--- src/rtl/timer_pkg.sv ---
// rtl/timer_pkg.sv - shared types, BCD limits and digit packing for the countdown timer
package timer_pkg;

  typedef enum logic [1:0] {IDLE, RUN, PAUSE, DONE} timer_state_t;

  localparam logic [3:0] BCD_ONES_MAX = 4'd9;
  localparam logic [3:0] BCD_TENS_MAX = 4'd5;

  localparam int SEC_ONES_LSB = 0;
  localparam int SEC_TENS_LSB = 4;
  localparam int MIN_ONES_LSB = 8;
  localparam int MIN_TENS_LSB = 12;

  function automatic logic [3:0] clamp_digit(input logic [3:0] d, input logic [3:0] max_v);
    return (d > max_v) ? max_v : d;
  endfunction

  function automatic logic [15:0] sanitize_preset(input logic [15:0] p);
    logic [15:0] r;
    r[SEC_ONES_LSB +: 4] = clamp_digit(p[SEC_ONES_LSB +: 4], BCD_ONES_MAX);
    r[SEC_TENS_LSB +: 4] = clamp_digit(p[SEC_TENS_LSB +: 4], BCD_TENS_MAX);
    r[MIN_ONES_LSB +: 4] = clamp_digit(p[MIN_ONES_LSB +: 4], BCD_ONES_MAX);
    r[MIN_TENS_LSB +: 4] = clamp_digit(p[MIN_TENS_LSB +: 4], BCD_TENS_MAX);
    return r;
  endfunction

endpackage

--- src/rtl/bcd_digit_dec.sv ---
// rtl/bcd_digit_dec.sv - one BCD digit of a borrow-chained decrementer
module bcd_digit_dec (
  input  logic [3:0] digit_i,
  input  logic [3:0] max_i,
  input  logic       borrow_i,
  output logic [3:0] digit_o,
  output logic       borrow_o
);

  always_comb begin
    digit_o  = digit_i;
    borrow_o = 1'b0;
    if (borrow_i) begin
      if (digit_i == 4'd0) begin
        digit_o  = max_i;
        borrow_o = 1'b1;
      end else begin
        digit_o = digit_i - 4'd1;
      end
    end
  end

endmodule

--- src/rtl/bcd_countdown_timer.sv ---
// rtl/bcd_countdown_timer.sv - mm:ss BCD countdown with start/pause/load control
module bcd_countdown_timer
  import timer_pkg::*;
#(
  parameter int TICKS_PER_STEP = 1
) (
  input  logic        clk,
  input  logic        rst,
  input  logic        tick_src,
  input  logic        load,
  input  logic [15:0] preset,
  input  logic        start_pause,
  output logic [15:0] digits,
  output logic        running,
  output logic        done
);

  localparam logic [7:0] LAST_STEP = 8'(TICKS_PER_STEP - 1);

  timer_state_t state_q;
  logic [15:0]  digits_q;
  logic [7:0]   step_cnt_q;
  logic         tick_q;
  logic         running_q;
  logic         done_q;

  logic         tick_edge;
  logic [15:0]  dec_raw;
  logic [15:0]  dec_value;
  logic         dec_zero;
  logic [4:0]   borrow;

  assign tick_edge = tick_src & ~tick_q;
  assign borrow[0] = 1'b1;

  // Even fields are ones digits (wrap to 9), odd fields are tens digits (wrap to 5).
  for (genvar g = 0; g < 4; g++) begin : g_dec
    bcd_digit_dec u_dec (
      .digit_i  (digits_q[4*g +: 4]),
      .max_i    ((g % 2 == 0) ? BCD_ONES_MAX : BCD_TENS_MAX),
      .borrow_i (borrow[g]),
      .digit_o  (dec_raw[4*g +: 4]),
      .borrow_o (borrow[g+1])
    );
  end

  // A borrow out of the top digit would mean wrapping below 00:00; pin it at zero instead.
  assign dec_value = borrow[4] ? 16'h0000 : dec_raw;
  assign dec_zero  = (dec_value == 16'h0000);

  always_ff @(posedge clk) begin
    if (rst) begin
      tick_q     <= 1'b0;
      state_q    <= IDLE;
      digits_q   <= 16'h0000;
      step_cnt_q <= 8'd0;
      running_q  <= 1'b0;
      done_q     <= 1'b0;
    end else begin
      tick_q <= tick_src;
      if (load) begin
        digits_q   <= sanitize_preset(preset);
        step_cnt_q <= 8'd0;
        state_q    <= IDLE;
        running_q  <= 1'b0;
        done_q     <= 1'b0;
      end else if (start_pause) begin
        case (state_q)
          IDLE: begin
            if (digits_q != 16'h0000) begin
              state_q   <= RUN;
              running_q <= 1'b1;
            end else begin
              state_q <= DONE;
              done_q  <= 1'b1;
            end
          end
          RUN: begin
            state_q   <= PAUSE;
            running_q <= 1'b0;
          end
          PAUSE: begin
            state_q   <= RUN;
            running_q <= 1'b1;
          end
          DONE: ;
        endcase
      end else if (state_q == RUN && tick_edge) begin
        if (step_cnt_q == LAST_STEP) begin
          step_cnt_q <= 8'd0;
          digits_q   <= dec_value;
          if (dec_zero) begin
            state_q   <= DONE;
            running_q <= 1'b0;
            done_q    <= 1'b1;
          end
        end else begin
          step_cnt_q <= step_cnt_q + 8'd1;
        end
      end
    end
  end

  assign digits  = digits_q;
  assign running = running_q;
  assign done    = done_q;

endmodule

--- config.mk ---
export PLATFORM = sky130hd
export DESIGN_NAME = bcd_countdown_timer
export DESIGN_NICKNAME = d
export VERILOG_FILES = /design/src/rtl/timer_pkg.sv /design/src/rtl/bcd_digit_dec.sv /design/src/rtl/bcd_countdown_timer.sv
export SDC_FILE = /design/constraint.sdc
export NUM_CORES = 1
export LEC_CHECK = 0
export CORE_MARGIN = 3
export CORE_UTILIZATION = 40
export CTS_CLUSTER_DIAMETER = 150
export DETAILED_ROUTE_END_ITERATION = 6
export GPL_ROUTABILITY_DRIVEN = 0
export PLACE_DENSITY_LB_ADDON = 0.25
export SLEW_MARGIN = 15
export SYNTH_ARGS = -nofsm -noshare
export SYNTH_HDL_FRONTEND = slang
export SYNTH_SLANG_ARGS = --single-unit
--- constraint.sdc ---
create_clock -name clk -period 2.42 [get_ports clk]
set_clock_uncertainty 0.1 [all_clocks]
set_input_delay 0.363 -clock clk [delete_from_list [all_inputs] [get_ports clk]]
set_output_delay 0.363 -clock clk [all_outputs]
set_load 0.1 [all_outputs]
* Word-level counts from Yosys, hierarchy flattened
Index checks and enable logic that the tools add are counted.
** Cells by class
- Multiplexer cells :: 42
- Add/sub/neg operators :: 5
- Reduce and logical (&&, ||, !) cells :: 20
- Bitwise gates (word level) :: 3
- Equality and inequality tests :: 7
- Magnitude comparators :: 4
** Operators by type and width (count)
- two-way mux 16 bit :: 5
- two-way mux 4 bit :: 11
- two-way mux 1 bit :: 18
- logical NOT 16 bit :: 1
- logical NOT 4 bit :: 4
- nonzero test 16 bit :: 1
- subtractor 4 x 1 -> 4 bit (second input constant) :: 4
- two-way mux 2 bit :: 5
- AND reduction 5 bit :: 2
- nonzero test 2 bit :: 5
- adder 8 x 1 -> 8 bit (second input constant) :: 1
- > comparator 4 x 3 -> 1 bit (second input constant) :: 2
- > comparator 4 bit (second input constant) :: 2
- logical NOT 8 bit :: 1
- two-way mux 8 bit :: 1
- case mux 2 bit (3 select lines) :: 1
- != test 2 bit (second input constant) :: 2
- != test 4 x 1 -> 1 bit (second input constant) :: 1
- AND reduction 4 bit :: 1
- != test 3 bit (second input constant) :: 1
- case mux 1 bit (3 select lines) :: 1
- AND reduction 3 bit :: 1
- == test 2 x 1 -> 1 bit (second input constant) :: 1
- == test 2 bit (second input constant) :: 1
- other kinds (7) :: 8
** Word-level totals
- Register bits after elaboration :: 29
- Output and inout port bits :: 18

* Depth between registers and ports, before layout
- Depth in word-level cells :: 11
- Mapped depth :: 10
- Depth with buffers taken out :: 8

* Cells and area by module
A second synthesis with hierarchy kept.
** Unflattened totals
- Cell total of the unflattened synthesis :: 270
- Area, all modules :: 2165.8 um^2
** Modules (own cells, without submodules)
- bcd_countdown_timer :: cells each 178, times used 1, area an instance 1525.2 um^2
- bcd_digit_dec :: cells each 23, times used 4, area an instance 160.2 um^2

* Worst setup path before layout
OpenSTA, ideal clock, no wires.
- Path type :: reg2reg
- Start :: register digits_q[0], in the netlist digits[0]
- End :: register running_q, in the netlist running
- Arrival :: 2.455 ns
- Path slack :: -0.267 ns
- Library setup time :: 0.132 ns
- Clock period less this slack :: 2.687 ns
- Stages on the path, launching flop included :: 9
- Cells stage by stage :: dfxtp_1 -> inv_1 -> ha_1 -> or3b_2 -> nor4b_1 -> nor4b_1 -> a41oi_2 -> o21ai_0 -> a21oi_1
** On the way
- Word-level cells in the longest chain between the ends :: 9
** Ends and longest elaborated chain
- from (decl) :: line bcd_countdown_timer.sv:21 : logic [15:0] digits_q;
- from (signal assigned) :: line bcd_countdown_timer.sv:62 : digits_q <= sanitize_preset(preset);
- from (signal assigned) :: line bcd_countdown_timer.sv:91 : digits_q <= dec_value;
- logical NOT 4 bit :: line bcd_digit_dec.sv:14 : if (digit_i == 4'd0) begin
- two-way mux 1 bit :: line bcd_digit_dec.sv:14
- two-way mux 1 bit (2 in a row) :: line bcd_digit_dec.sv:13 : if (borrow_i) begin
- two-way mux 1 bit or two-way mux 4 bit (tied branches) :: line bcd_digit_dec.sv:13
- two-way mux 16 bit :: line bcd_countdown_timer.sv:48 : assign dec_value = borrow[4] ? 16'h0000 : dec_raw;
- logical NOT 16 bit :: line bcd_countdown_timer.sv:49 : assign dec_zero = (dec_value == 16'h0000);
- nonzero test 2 bit (no line)
- AND reduction 5 bit (no line) (*)
- to (signal assigned) :: line bcd_countdown_timer.sv:57 : running_q <= 1'b0;
- to (signal assigned) :: line bcd_countdown_timer.sv:65 : running_q <= 1'b0;
- to (signal assigned) :: line bcd_countdown_timer.sv:72 : running_q <= 1'b1;
- to (decl) :: line bcd_countdown_timer.sv:24 : logic running_q;
Mark *: on every way between the ends. The rest lies on a longest branch, timed or not.
A chain may end at the register's enable or synchronous reset.

* Worst setup path in the final report
- Start :: register digits_q[1], in the netlist digits[1]
- End :: register state_q[1]
** On the way
- Word-level cells in the longest chain between the ends :: 9
** Ends and longest elaborated chain
- logical NOT 4 bit :: line bcd_digit_dec.sv:14
- two-way mux 1 bit :: line bcd_digit_dec.sv:14
- two-way mux 1 bit (2 in a row) :: line bcd_digit_dec.sv:13
- two-way mux 1 bit or two-way mux 4 bit (tied branches) :: line bcd_digit_dec.sv:13
- two-way mux 16 bit :: line bcd_countdown_timer.sv:48
- logical NOT 16 bit :: line bcd_countdown_timer.sv:49
- nonzero test 2 bit (no line)
- AND reduction 4 bit (no line)
- to (signal assigned) :: line bcd_countdown_timer.sv:54 : state_q <= IDLE;
- to (signal assigned) :: line bcd_countdown_timer.sv:64 : state_q <= IDLE;
- to (signal assigned) :: line bcd_countdown_timer.sv:71 : state_q <= RUN;
- to (decl) :: line bcd_countdown_timer.sv:20 : timer_state_t state_q;
Parallel ways exist; a longest one is shown, timed or not.

==> out/results.ini <==
[run_status]
run_status = complete, no violations

[worst_setup_path]
startpoint = digits[1]
cp.arrival_ps = 2370
reg2reg_from = digits[1]
crit_type = reg -> reg
cp-start-kind = flop
required_ps = 2500
cp-end-kind = flop
cp_max_fo = 5

[die]
ios = 39
initial_utilization_pct = 43.39
die_w_um = 73.51
core_um2 = 4202
dieArea_um2 = 5404
fp-row-count = 23
die_y_um = 73.51

[grt]
grt-ovfl-total = 0
grt_pass1_vias = 1694
grt_pass1_wl_um = 7824
grt_use_total_pct = 18.43
grt_max_degree = 14
antenna_found_initial = 0

[final_layout]
post-route-util_pct = 59.14
fin_cells = 332
nets = 310
syn_to_final_growth_pct = 36.31
drive_above_1_share_pct = 24.11
antenna_cells = 0

[timing]
drv_slew = 0
min_period_over_period_pct = 94.45
grt_setup_unrepaired = false
fmax_ghz = 0.4375
finalSetupTns_ps = 0
hold_viol = 0
worst_pin_slew_ps = 546.1
fin_crit_ps = 2286
maxSlewHeadroom_pct = 62.65
finalSetupViolCount = 0

[cts]
htreeDepth = 2
cts_hold_buf = 0
cts_resized = 0
clockBufferDepth = 2
clk_pin_slew_worst_paths_ps = 60
clock_latency_ps = 280
cts_root_buffer = clkbuf_8
cts_setup_buffers = 0
cts_tree = built
cts_num_sinks = 29
cts_buffers = 5

[logic_synthesis]
synth_nets = 254
ys_seq_area_share_pct = 31.85
syn-cell-area_um2 = 1823
synth_top_area_share_pct = 31.85
synth_cell_types = 54
ys_async_sr_fraction_pct = 0
ys.flop_type = dfxtp_1
synth_seq_cells = 29
syn_inst = 225
synth_edf_count = 0
yosysMostFrequentCell = dfxtp_1
synth_top_cells_by_count = dfxtp_1, nor2_1, inv_1, nand2_1
avgSynthCellArea_um2 = 8.102
synth_area_leaders = dfxtp_1, nor2_1, ha_1
synth_top_cell_by_area = dfxtp_1
synth_warnings = 0

[detailed_routing]
wire_per_inst_um = 14.03
route.detailed.drc = 0
drt_wl_total_um = 4657
dr.pass1.iters = 4
routed_via_density = 5.633
vias = 1870
drtIter0Drc = 97
ant_nets = 0

[power]
p_leak_nw = 0.9727
p_per_area_nw_per_um2 = 562.3
peakVddDrop_v = 0.0003362
finalPower_mw = 1.397

[worst_hold_path]
min-delay-start = running
min_path_type = reg -> reg

[placed_design]
dpl.cell_count = 324
port_buffers = 38
place.detailed.hpwl_um = 3487

[job]
drv_cap = 0

==> final timing paths <==
| kind | cells past startpoint | end | slack, ps |
|---|---|---|---|
| max | 8 | state_q[1] | 130 |
| min | 2 | running | 400 |
| max reg2reg | 8 | state_q[1] | 130 |
| min reg2reg | 2 | running | 400 |
==> final cells by class <==
type / count / area [µm²]
Multi-Input combinational cell: 174 / 1185
Tap cell: 50 / 62.56
Sequential cell: 29 / 590.6
Fill cell: 382 / 1717
Timing Repair Buffer: 57 / 478.0
Inverter: 14 / 52.55
Clock inverter: 1 / 30.03
Clock buffer: 7 / 86.33
==> stage by stage <==
step / hold WS, ps / worst slack, ps / cell area (µm²)
2_1_floorplan: 327.7 / 3.338 / 1833
3_3_place_gp: 390.7 / -10.30 / 2328
3_5_place_dp: 394.1 / -42.34 / 2328
4_1_cts: 402.1 / 7.033 / 2445
5_1_grt: 438.3 / 0.3231 / 2485
6_report: 399.3 / 134.3 / 2485
==> cells by family after synthesis <==
| kind of cell | after synthesis | share of synthesized area [%] |
|---|---|---|
| AOI/OAI and AO/OA | 55 | 20.39 |
| and+or+nand+nor | 103 | 32.94 |
| adders and majority gates | 8 | 5.491 |
| muxes | 2 | 1.098 |
| buffers and inverters | 22 | 5.353 |
| DFF | 29 | 31.85 |
| xor gates and xnor gates | 6 | 2.883 |
==> routing by layer <==
layer  global-route usage [%]  wire, µm
met1                    24.30      2191
met2                    29.63      2159
met3                    3.557       231
met4                    6.841        74
met5                        0         0
==> state kept, by name, indices dropped and copies added, names as in the netlist <==
name / flops
digits: 16
step_cnt_q: 8
state_q: 2
done: 1
running: 1
tick_q: 1
==> where the power goes <==
| part | switching [mW] | internal (mW) |
|---|---|---|
| Combinational | 0.214 | 0.128 |
| Sequential | 0.0289 | 0.496 |
| Clock | 0.195 | 0.335 |
| Total | 0.438 | 0.959 |
==> worst max-delay path: stages, from the launching register on <==
cell and delay (ps):
dfxtp_2 330, inv_1 90, ha_2 210, or4b_4 510, nor4_1 300, o31ai_1 140
a41oi_2 200, nor2_1 90, o211a_1 200
==> layout by cell type, fill, tap and decap left out, drive strengths merged, types with 2 or more instances in the layout <==
cell type | netlist | final
buf | 5 | 37
dfxtp | 29 | 29
nor2 | 27 | 27
clkdlybuf4s50 | 0 | 20
nor3 | 15 | 15
inv | 14 | 14
nand2 | 14 | 14
a21oi | 12 | 12
o21ai | 10 | 10
a211oi | 9 | 9
nor4 | 8 | 8
ha | 8 | 8
clkbuf | 3 | 7
a31oi | 5 | 5
nand4 | 5 | 5
xor2 | 5 | 5
or4 | 5 | 5
nor2b | 4 | 4
nand2b | 4 | 4
nand3 | 4 | 4
o31ai | 3 | 3
o21a | 3 | 3
nor4b | 3 | 3
and3 | 2 | 2
a311oi | 2 | 2
nand3b | 2 | 2
or2 | 2 | 2
mux2i | 2 | 2
No activity file was read; power rests on OpenSTA's default activity.
